[src/rtl/times_table_axil_slave.sv]
// times_table_axil_slave: AXI4-lite responder holding a writable 8x8 byte times table.
// Reads sample the table READ_WAIT+1 cycles after AR acceptance; writes commit once AW and W are both held.
module times_table_axil_slave #(
  parameter int READ_WAIT = 1,
  parameter int ADDR_W = 32,
  parameter int DATA_W = 32
) (
  input  logic              clk,
  input  logic              rst,
  input  logic [ADDR_W-1:0] s_axi_awaddr,
  input  logic              s_axi_awvalid,
  output logic              s_axi_awready,
  input  logic [DATA_W-1:0] s_axi_wdata,
  input  logic [3:0]        s_axi_wstrb,
  input  logic              s_axi_wvalid,
  output logic              s_axi_wready,
  output logic [1:0]        s_axi_bresp,
  output logic              s_axi_bvalid,
  input  logic              s_axi_bready,
  input  logic [ADDR_W-1:0] s_axi_araddr,
  input  logic              s_axi_arvalid,
  output logic              s_axi_arready,
  output logic [DATA_W-1:0] s_axi_rdata,
  output logic [1:0]        s_axi_rresp,
  output logic              s_axi_rvalid,
  input  logic              s_axi_rready
);
  typedef enum logic [1:0] {R_IDLE, R_WAIT, R_DATA} r_state_t;
  typedef enum logic {W_IDLE, W_RESP} w_state_t;
  r_state_t r_rstate, w_rnext;
  w_state_t r_wstate, w_wnext;
  logic [7:0] r_mem [64];
  logic [7:0] r_rdata, r_wdata, w_wbyte;
  logic [5:0] r_ar_idx, r_aw_idx, w_widx;
  logic [3:0] r_cnt;
  logic [1:0] r_rresp, r_bresp;
  logic r_ar_oor, r_aw_oor, r_aw_held, r_w_held, r_wstrb0;
  logic w_ar_hs, w_aw_hs, w_w_hs, w_sample, w_commit, w_woor, w_wstrb0;
  logic w_unused;
  assign w_unused = ^{s_axi_araddr[1:0], s_axi_awaddr[1:0], s_axi_wdata[DATA_W-1:8], s_axi_wstrb[3:1]};
  assign w_ar_hs = s_axi_arvalid & s_axi_arready;
  assign w_aw_hs = s_axi_awvalid & s_axi_awready;
  assign w_w_hs = s_axi_wvalid & s_axi_wready;
  assign w_sample = (r_rstate == R_WAIT) && (r_cnt == 4'(READ_WAIT));
  assign w_commit = (r_wstate == W_IDLE) && (r_aw_held | w_aw_hs) && (r_w_held | w_w_hs);
  // Either half of the write may arrive on the commit cycle itself, so take it straight from the bus.
  assign w_widx = r_aw_held ? r_aw_idx : s_axi_awaddr[7:2];
  assign w_woor = r_aw_held ? r_aw_oor : |s_axi_awaddr[ADDR_W-1:8];
  assign w_wbyte = r_w_held ? r_wdata : s_axi_wdata[7:0];
  assign w_wstrb0 = r_w_held ? r_wstrb0 : s_axi_wstrb[0];
  assign s_axi_rdata = {{(DATA_W-8){1'b0}}, r_rdata};
  assign s_axi_rresp = r_rresp;
  assign s_axi_bresp = r_bresp;

  always_ff @(posedge clk) r_rstate <= rst ? R_IDLE : w_rnext;

  always_comb
    w_rnext = r_rstate == R_IDLE ? (s_axi_arvalid ? R_WAIT : R_IDLE)
            : r_rstate == R_WAIT ? (w_sample ? R_DATA : R_WAIT)
            : (s_axi_rready ? R_IDLE : R_DATA);

  always_comb begin
    s_axi_arready = r_rstate == R_IDLE;
    s_axi_rvalid = r_rstate == R_DATA;
  end

  always_ff @(posedge clk) begin
    if (rst) begin
      r_cnt <= '0;
      r_ar_idx <= '0;
      r_ar_oor <= 1'b0;
      r_rdata <= '0;
      r_rresp <= 2'b00;
    end else begin
      if (w_ar_hs) begin
        r_ar_idx <= s_axi_araddr[7:2];
        r_ar_oor <= |s_axi_araddr[ADDR_W-1:8];
        r_cnt <= '0;
      end else if (r_rstate == R_WAIT && !w_sample) begin
        r_cnt <= r_cnt + 4'd1;
      end
      if (w_sample) begin
        r_rdata <= r_ar_oor ? 8'd0 : r_mem[r_ar_idx];
        r_rresp <= r_ar_oor ? 2'b10 : 2'b00;
      end
    end
  end

  always_ff @(posedge clk) r_wstate <= rst ? W_IDLE : w_wnext;

  always_comb
    w_wnext = r_wstate == W_IDLE ? (w_commit ? W_RESP : W_IDLE) : (s_axi_bready ? W_IDLE : W_RESP);

  always_comb begin
    s_axi_awready = (r_wstate == W_IDLE) && !r_aw_held;
    s_axi_wready = (r_wstate == W_IDLE) && !r_w_held;
    s_axi_bvalid = r_wstate == W_RESP;
  end

  always_ff @(posedge clk) begin
    if (rst) begin
      r_aw_held <= 1'b0;
      r_w_held <= 1'b0;
      r_aw_idx <= '0;
      r_aw_oor <= 1'b0;
      r_wdata <= '0;
      r_wstrb0 <= 1'b0;
      r_bresp <= 2'b00;
    end else if (w_commit) begin
      r_aw_held <= 1'b0;
      r_w_held <= 1'b0;
      r_bresp <= w_woor ? 2'b10 : 2'b00;
    end else begin
      if (w_aw_hs) begin
        r_aw_held <= 1'b1;
        r_aw_idx <= s_axi_awaddr[7:2];
        r_aw_oor <= |s_axi_awaddr[ADDR_W-1:8];
      end
      if (w_w_hs) begin
        r_w_held <= 1'b1;
        r_wdata <= s_axi_wdata[7:0];
        r_wstrb0 <= s_axi_wstrb[0];
      end
    end
  end

  // Nonblocking update keeps a same-cycle read sample on the old entry.
  always_ff @(posedge clk) begin
    if (rst) begin
      for (int i = 0; i < 64; i++) r_mem[i] <= {5'd0, i[5:3]} * {5'd0, i[2:0]};
    end else if (w_commit && w_wstrb0 && !w_woor) begin
      r_mem[w_widx] <= w_wbyte;
    end
  end
endmodule

[config.mk]
export PLATFORM = sky130hd
export DESIGN_NAME = times_table_axil_slave
export DESIGN_NICKNAME = d
export VERILOG_FILES = /design/src/rtl/times_table_axil_slave.sv
export SDC_FILE = /design/constraint.sdc
export NUM_CORES = 1
export LEC_CHECK = 0
export ABC_AREA = 0
export ABC_CLOCK_PERIOD_IN_PS = 2700
export CORE_ASPECT_RATIO = 0.75
export CORE_MARGIN = 1
export CORE_UTILIZATION = 54
export DETAILED_ROUTE_END_ITERATION = 7
export HOLD_SLACK_MARGIN = 0.03
export PLACE_DENSITY = 0.76
export SLEW_MARGIN = 20
export SYNTH_ARGS = -nofsm -noshare
export SYNTH_HDL_FRONTEND = slang
export SYNTH_SLANG_ARGS = --single-unit
[constraint.sdc]
create_clock -name clk -period 2.7 [get_ports clk]
set_input_delay 0.675 -clock clk [delete_from_list [all_inputs] [get_ports clk]]
set_output_delay 0.675 -clock clk [all_outputs]
set_load 0.01 [all_outputs]
* After elaboration in Yosys (flattened, before gate mapping)
Memories as Yosys holds them, arrays and structs flattened. A register that Yosys moved wholly into a read port is not among the register bits.
Cells that the tools add are included.
** Word-level totals
- Logic and storage cells :: 71
- Memories kept :: 1
- Input port bits :: 107
- Register bits :: 44
- Bits in writable memories :: 512
- Output and inout bits :: 41
** Memory list
- r_mem :: words 64, bits a word 8, read ports 1, clocked after Yosys merged registers in 1, write ports 64, RTL line 32 : logic [7:0] r_mem [64];
** Operators by class
- Multiplexer cells :: 25
- Equality and inequality tests :: 3
- Bitwise gates (word level) :: 7
- Add/subtract/negate cells :: 1
- Reduce and logical (&&, ||, !) cells :: 20
** Operators with widths (number)
- 24-bit OR reduction :: 2
- 6-bit 2-to-1 mux :: 4
- 8-bit 2-to-1 mux :: 3
- 1-bit 2-to-1 mux :: 12
- 2-bit 2-to-1 mux :: 6
- 1-bit logical AND :: 8
- 8-bit OR reduction :: 1
- 4-bit by 1-bit adder with 4-bit output (second input constant) :: 1
- 4-bit by 1-bit equality test with 1-bit output (second input constant) :: 1
- 1-bit logical NOT :: 4
- 2-bit AND reduction :: 2
- 2-bit OR reduction :: 2
- 1-bit bitwise AND :: 3
- 2-bit by 1-bit equality test with 1-bit output (second input constant) :: 1
- 2-bit equality test (second input constant) :: 1
- 2-bit logical NOT :: 1
- 1-bit NOT :: 2
- 1-bit bitwise OR :: 2

* Longest topological paths before layout
Gate-level depths: netlist of the first run.
- Depth in word-level cells :: 13
- Depth in mapped cells :: 9
- Depth with buffers taken out :: 7

* Worst setup path after synthesis of the first run
No wires, ideal clock.
- Path kind :: input -> register
- Start :: in s_axi_awaddr[20]
- End :: mem r_mem[0][0], enable pin
- Path buffers :: 1
- Path slack :: -0.234 ns
- Data required time :: 2.325 ns
- Data arrival time :: 2.560 ns
- Stages on the path :: 6
- Library setup time :: 0.375 ns
- Cells stage by stage :: nor4_1 nand4_1 o31ai_4 nand4_1 clkbuf_1 o21bai_1
** RTL lines
- from (decl) :: RTL line 10 : input logic [ADDR_W-1:0] s_axi_awaddr,
- to (decl) :: RTL line 32

==> results.py, run 1 <==
metrics = {
    "global_routing": {
        "grt.overflow.total": 0,
        "antenna_found_initial": 0,
        "grt_usage": 0.316,
        "grt_pass1_vias": 17800,
        "grt_max_degree": 70,
        "grt_pass1_wl_um": 111000,
    },
    "worst_setup_path": {
        "start_kind": "primary input",
        "max_stage_delay_ns": 0.42,
        "endpoint_kind": "flop",
        "cp_top_family": "buffers and inverters",
        "reg2reg_to": "r_rdata[6]",
        "cp_max_fo": 8,
        "crit_top_cell": "buf_6",
        "crit_type": "primary input to flop",
        "rrSetupSlack_ns": 0.11,
        "cp_slowest_cell": "clkdlybuf4s50_1",
        "worst_ep_arrival_time_ns": 2.99,
        "critPathRequiredTime_ns": 3.03,
        "crit_buf_inv": 6,
        "reg2reg_depth": 6,
        "cp_cell_sequence": "clkdlybuf4s50_1 -> nor4_2 -> nand4_1 -> o31a_1 -> buf_6 -> nor4_4 -> buf_6 -> buf_6 -> clkbuf_16 -> buf_4 -> nand3_1",
        "crit_cells": 11,
    },
    "die": {
        "start_util": 0.549,
        "io-pin-count": 148,
        "die_y_um": 190,
        "fp.dieArea_sq_um": 47800,
        "die_w_um": 252,
        "core_sq_um": 46100,
        "fp-row-count": 68,
    },
    "finish": {
        "final_cells": 2745,
        "nFillCells": 3131,
        "fin_nets": 2182,
        "final_layout_size_suffix_gt1_frac": 0.239,
        "final_cell_mix": "512 x edfxtp_1, 349 x nor2_1, 161 x buf_4",
        "syn_to_final_growth_pct": 22.3,
        "final_common_cell": "edfxtp_1",
    },
    "route": {
        "vias": 18000,
        "dr.pass1.iters": 8,
        "drt-wirelength-per-cell_um": 27.7,
        "dr_wl_met3_um": 10800,
        "drc": 2,
        "routedLengthMet1_um": 27300,
        "ant_nets": 0,
        "highest_layer": "met4",
        "wl_met2_um": 34900,
        "viasPerCell": 6.57,
        "drt_iter0_markers": 2843,
        "routed_wl_um": 76000,
    },
    "clocking": {
        "cts.path.max_buffers": 3,
        "htreeDepth": 2,
        "clock-sinks": 560,
        "ctsHoldBuffers": 0,
        "clock_latency_ns": 0.59,
        "numCtsBuffers": 53,
        "cts_tree": "done",
        "cts.clk_slew.worst_paths_ns": 0.06,
        "cts-root-buf": "clkbuf_16",
    },
    "timing": {
        "fin_setup_tns_ns": 0,
        "finClkSkew_ns": 0.0136,
        "hold_viol": 0,
        "post-route-min-period_ns": 2.66,
        "rsz0062_at_grt": "yes",
        "slew_violations": 0,
        "setup-violations-final": 0,
        "clock.fmax_mhz": 376,
        "finalCritPeriodShare": 0.986,
        "max_slew_margin": 0.385,
        "max_slew.worst_pin.slew_ns": 0.923,
    },
    "min_path": {
        "hp-class": "flop to flop",
        "hold_depth": 2,
        "hp-start": "r_ar_idx[1]",
    },
    "logic_synthesis": {
        "synth_area_sq_um": 25300,
        "ys_seq_area_frac": 0.645,
        "ys_types": 61,
        "synthFlopType": "edfxtp_1",
        "avgSynthCellArea_sq_um": 13.6,
        "netlist_instances": 1861,
        "ys_ff_latch": 560,
        "yosysWarnings": 0,
        "synth-edff-count": 512,
        "async_flop_share": 0,
    },
    "place": {
        "io_buffers": 90,
        "dpl.hpwl_um": 49000,
        "dpl.cell_count": 2634,
        "gp_congestion": 0.959,
    },
    "status": {
        "status": "complete, but fails checks",
        "violations": "DRC",
    },
    "power": {
        "ir_worst_vdd_uv": 462,
        "p_leak_nw": 10.3,
        "power_density_nw_per_um2": 631,
    },
    "job": {
        "max-cap-violations": 0,
    },
}
[worst max-delay path by stage]
stage | startpoint | endpoint | slack, ns
floorplan | s_axi_awaddr[20] | r_mem[32][0] | -0.06
global placement | s_axi_awvalid | r_mem[10][7] | -0.62
detailed placement | s_axi_awaddr[9] | r_mem[11][7] | -0.64
CTS | s_axi_awaddr[20] | r_mem[30][6] | -0.0007
global route | s_axi_awaddr[31] | r_mem[34][0] | -0.03
finish | s_axi_awaddr[31] | r_mem[31][0] | 0.04
[per-layer routing]
metal  vias to the layer above  track usage
li1                       7436            -
met1                      9029        0.437
met2                      1366        0.486
met3                       199       0.0822
met4                         0        0.117
met5                         -            0
[sequential cells by signal, summed over array words and instances, names as in the netlist, 2 cells and up, named ones only]
| signal | flops |
|---|---|
| r_mem | 512 |
| r_rdata | 8 |
| r_wdata | 8 |
| r_ar_idx | 6 |
| r_aw_idx | 6 |
| r_cnt | 4 |
| r_rstate | 2 |
[Yosys cell counts, drive strengths merged, types with 4 or more instances]
master | number | area (sq um)
nand2b | 8 | 50.1
edfxtp | 512 | 15400
a22oi | 23 | 173
mux2 | 11 | 124
nand3 | 113 | 566
dfxtp | 48 | 961
clkbuf | 127 | 477
o22ai | 14 | 87.6
nand4 | 11 | 68.8
nand2 | 85 | 319
a21oi | 16 | 80.1
a22o | 4 | 35.0
or3 | 14 | 92.6
mux4 | 129 | 2910
mux2i | 41 | 410
o211ai | 4 | 30.0
a21o | 57 | 428
inv | 4 | 15.0
nor2b | 13 | 81.3
nor2 | 351 | 1320
o21ai | 7 | 35.0
nor3 | 116 | 586
buf | 75 | 455
o21bai | 8 | 60.1
nor4 | 22 | 189
[stage by stage]
stage                     worst slack (ns)  instance area (sq um)  total power [mW]   util  hold WS, ns
after floorplan                    -0.0585                  25500              11.1      -        0.436
after global routing               -0.0318                  31000              20.0  0.672        0.488
final                               0.0374                  31000              19.6  0.672        0.452
after detailed placement            -0.640                  28900              12.1  0.627        0.444
after global placement              -0.616                  28900              12.1  0.627        0.441
after CTS                        -0.000718                  30800              19.5  0.667        0.454
[logic make-up (layout without fill, tap and decap cells)]
logic type      Yosys count  in the layout  share of synthesized area
simple gates            746            746                      0.133
flops                   560            560                      0.645
buf+inv                 206            434                     0.0374
mux                     181            181                      0.136
compound gates          163            163                     0.0475
fa+ha+maj                 2              2                   0.000987
xor+xnor                  2              2                   0.000691
other cells               1             27                   0.000148
[power by group]
group / leakage (nW) / internal (mW) / switching, mW
combinational: 4.18 / 0.945 / 1.28
clock: 0.834 / 4.21 / 3.31
sequential: 5.29 / 9.67 / 0.146
total: 10.3 / 14.8 / 4.73
[layout make-up]
cell class / count / area, sq um / area share
Multi-Input combinational cell: 1120 / 8380 / 0.271
Antenna cell: 1 / 2.50 / 0.0000808
Inverter: 4 / 15.0 / 0.000485
Clock inverter: 28 / 287 / 0.00925
Timing Repair Buffer: 334 / 3740 / 0.121
Sequential cell: 560 / 16300 / 0.528
Tap cell: 630 / 788 / 0.0254
Clock buffer: 68 / 1420 / 0.0459
[worst min-delay path: cells and delay by family (launching register included)]
| kind | cells | cell delay [ns] |
|---|---|---|
| AO/OA/AOI/OAI | 1 | 0.06 |
| flip-flops | 1 | 0.30 |
| AND/OR/NAND/NOR | 1 | 0.05 |
[timing repair]
| item | 4_1_cts | 5_1_grt |
|---|---|---|
| cloned | 1 | 3 |
| pin swaps | 6 | 13 |
| gates resized for setup | 9 | 30 |
| endpoints found under the setup margin | 122 | 479 |
| buffers inserted | 6 | 5 |
Note: power is estimated with default switching activity, not from simulation.
==> run 2: changes to the inputs <==
- MAX_ROUTING_LAYER: default -> met4
- REMOVE_ABC_BUFFERS: default -> 1
==> run 2 against run 1 <==
Net effect:
- the run now ends clean
- highest routed layer unchanged
- sequential power about the same
- core utilization down 0.24 points
- clock-buffer cell count up 1
- flip-flop and latch count unchanged
- largest power group unchanged
- register-to-register slack better by 0.03 ns
- largest cell class unchanged
==> results.py, run 2 (synthesis gave the netlist of run 1 again) <==
metrics = {
    "finish": {
        "fin_area_sq_um": 30900,
        "seq_area_sq_um": 16300,
        "regMostFlops": "r_mem",
        "final_layout_size_suffix_gt1_frac": 0.236,
        "syn_to_final_growth_pct": 21.8,
        "reg.largest.list": "r_mem (512), r_rdata (8), r_wdata (8)",
        "final_cells": 2761,
        "final_cell_mix": "512 x edfxtp_1, 349 x nor2_1, 187 x buf_4",
        "largest_register_ffs": 512,
        "multiInputGateArea_sq_um": 8290,
        "final_common_cell": "edfxtp_1",
        "fin_nets": 2197,
        "utilization": 0.669,
        "nFillCells": 3167,
    },
    "worst_setup_path": {
        "worst_ep_arrival_time_ns": 2.96,
        "crit_type": "primary input to flop",
        "cp_top_family": "buffers and inverters",
        "cp_slowest_cell": "clkdlybuf4s50_1",
        "cp_max_fo": 8,
        "reg2reg_depth": 7,
        "critPathRequiredTime_ns": 2.99,
        "crit_buf_inv": 4,
        "rrSetupSlack_ns": 0.14,
        "crit_top_cell": "buf_12",
        "endpoint_kind": "flop",
        "r2r-start": "r_aw_held",
        "start_kind": "primary input",
        "max_stage_delay_ns": 0.43,
        "reg2reg_to": "r_mem[24][6]",
        "cp_cell_sequence": "clkdlybuf4s50_1 -> nor4_2 -> nand4_1 -> o31a_4 -> nor4_4 -> buf_4 -> buf_12 -> a21o_1 -> buf_12",
    },
    "status": {
        "status": "completed",
    },
    "place": {
        "io_buffers": 90,
        "dpl.cell_count": 2657,
        "pre_cts_ws_ns": -0.614,
        "dpl.hpwl_um": 50800,
        "gp_congestion": 0.981,
        "place_area_sq_um": 29000,
    },
    "clocking": {
        "numCtsBuffers": 52,
        "cts-root-buf": "clkbuf_16",
        "cts.clk_slew.worst_paths_ns": 0.06,
        "htreeDepth": 2,
        "cts_tree": "done",
        "clock-sinks": 560,
        "clock_latency_ns": 0.59,
        "ctsHoldBuffers": 0,
        "cts.path.max_buffers": 3,
    },
    "die": {
        "start_util": 0.549,
        "fp.dieArea_sq_um": 47800,
        "die_y_um": 190,
        "core_sq_um": 46100,
        "io-pin-count": 148,
        "fp-row-count": 68,
        "die_w_um": 252,
    },
    "timing": {
        "setup_slack_ns": 0.0292,
        "finalCritPeriodShare": 0.989,
        "clock.fmax_mhz": 374,
        "hold_viol": 0,
        "slew_violations": 0,
        "finClkSkew_ns": 0.0197,
        "max_slew_margin": 0.374,
        "max_slew.worst_pin.slew_ns": 0.940,
        "post-route-min-period_ns": 2.67,
        "setup-violations-final": 0,
    },
    "global_routing": {
        "grt.overflow.total": 0,
        "grt_pass1_wl_um": 113000,
        "grt_pass1_vias": 17600,
        "antenna_found_initial": 2,
        "grt_max_degree": 53,
        "grt_usage": 0.331,
    },
    "job": {
        "max-cap-violations": 0,
    },
    "route": {
        "vias": 18100,
        "drt_iter0_markers": 2450,
        "viasPerCell": 6.56,
        "drc": 0,
        "dr.pass1.iters": 6,
        "routed_wl_um": 75900,
        "ant_nets": 0,
        "drt-wirelength-per-cell_um": 27.5,
    },
    "min_path": {
        "hp-start": "r_ar_idx[5]",
        "hold_end": "r_ar_idx[5]",
        "hold_depth": 2,
        "hp-class": "flop to flop",
    },
    "power": {
        "power_density_nw_per_um2": 627,
        "p_leak_nw": 10.3,
        "ir_worst_vdd_uv": 763,
    },
}
run 2: cell count changes in the layout (fill, tap and decap cells not counted), moves of 4 or more:
cell	change
o21bai_1	+8
o21bai_4	-4
buf_4	+26
dlymetal6s2s_1	-6
clkdlybuf4s50_1	+7
buf_6	-8
o21bai_2	-4
run 2: worst max path at each step:
| stage | from | to | slack, ns | cells after the start |
|---|---|---|---|---|
| detailed placement | s_axi_awaddr[20] | r_mem[57][1] | -0.61 | 8 |
| global route | s_axi_awaddr[21] | r_mem[15][5] | -0.08 | 9 |
| global placement | s_axi_awaddr[21] | r_mem[9][5] | -0.62 | 8 |
| finish | s_axi_awaddr[21] | r_mem[23][6] | 0.03 | 9 |
| CTS | s_axi_awvalid | r_mem[30][0] | 0.02 | 9 |
| floorplan | flop | r_rdata[1] | -3.39 | 5 |
run 2: timing repair:
action                     4_1_cts  5_1_grt
gates cloned                     1        2
setup endpoints to repair       37      389
pin swaps                        1        9
setup buffers                    2        3
resized for setup                4       14
run 2: through the flow:
step           TNS (ns)  power, mW  hold slack [ns]
2_1_floorplan   -881.76       11.0            0.428
3_3_place_gp    -390.44       12.1            0.443
3_5_place_dp    -374.04       12.1            0.456
4_1_cts               0       19.3            0.467
5_1_grt           -4.99       19.8            0.490
6_report              0       19.3            0.462
run 2: final cells by class:
type	count	share of cell area
diodes	3	0.000243
inverters	4	0.000486
clock inverters	25	0.00734
repair buffers	350	0.122
flip-flops and latches	560	0.530
multi-input cells	1120	0.268
well taps	630	0.0255
clock buffers	69	0.0462
run 2: power by group:
group,leakage (nW),internal [mW],switching [mW]
Clock,0.819,4.09,3.20
Sequential,5.29,9.67,0.129
Combinational,4.17,0.949,1.31
Total,10.3,14.7,4.64
run 2: layer usage:
layer,wire length [um],global-route usage
met5,0,-
met4,2910,0.111
met3,11500,0.100
met2,33500,0.469
met1,28100,0.459
run 2: worst min-delay path: stages (launching register included):
cell	delay (ns)
dfxtp_1	0.30
nand2_1	0.05
a21oi_1	0.07
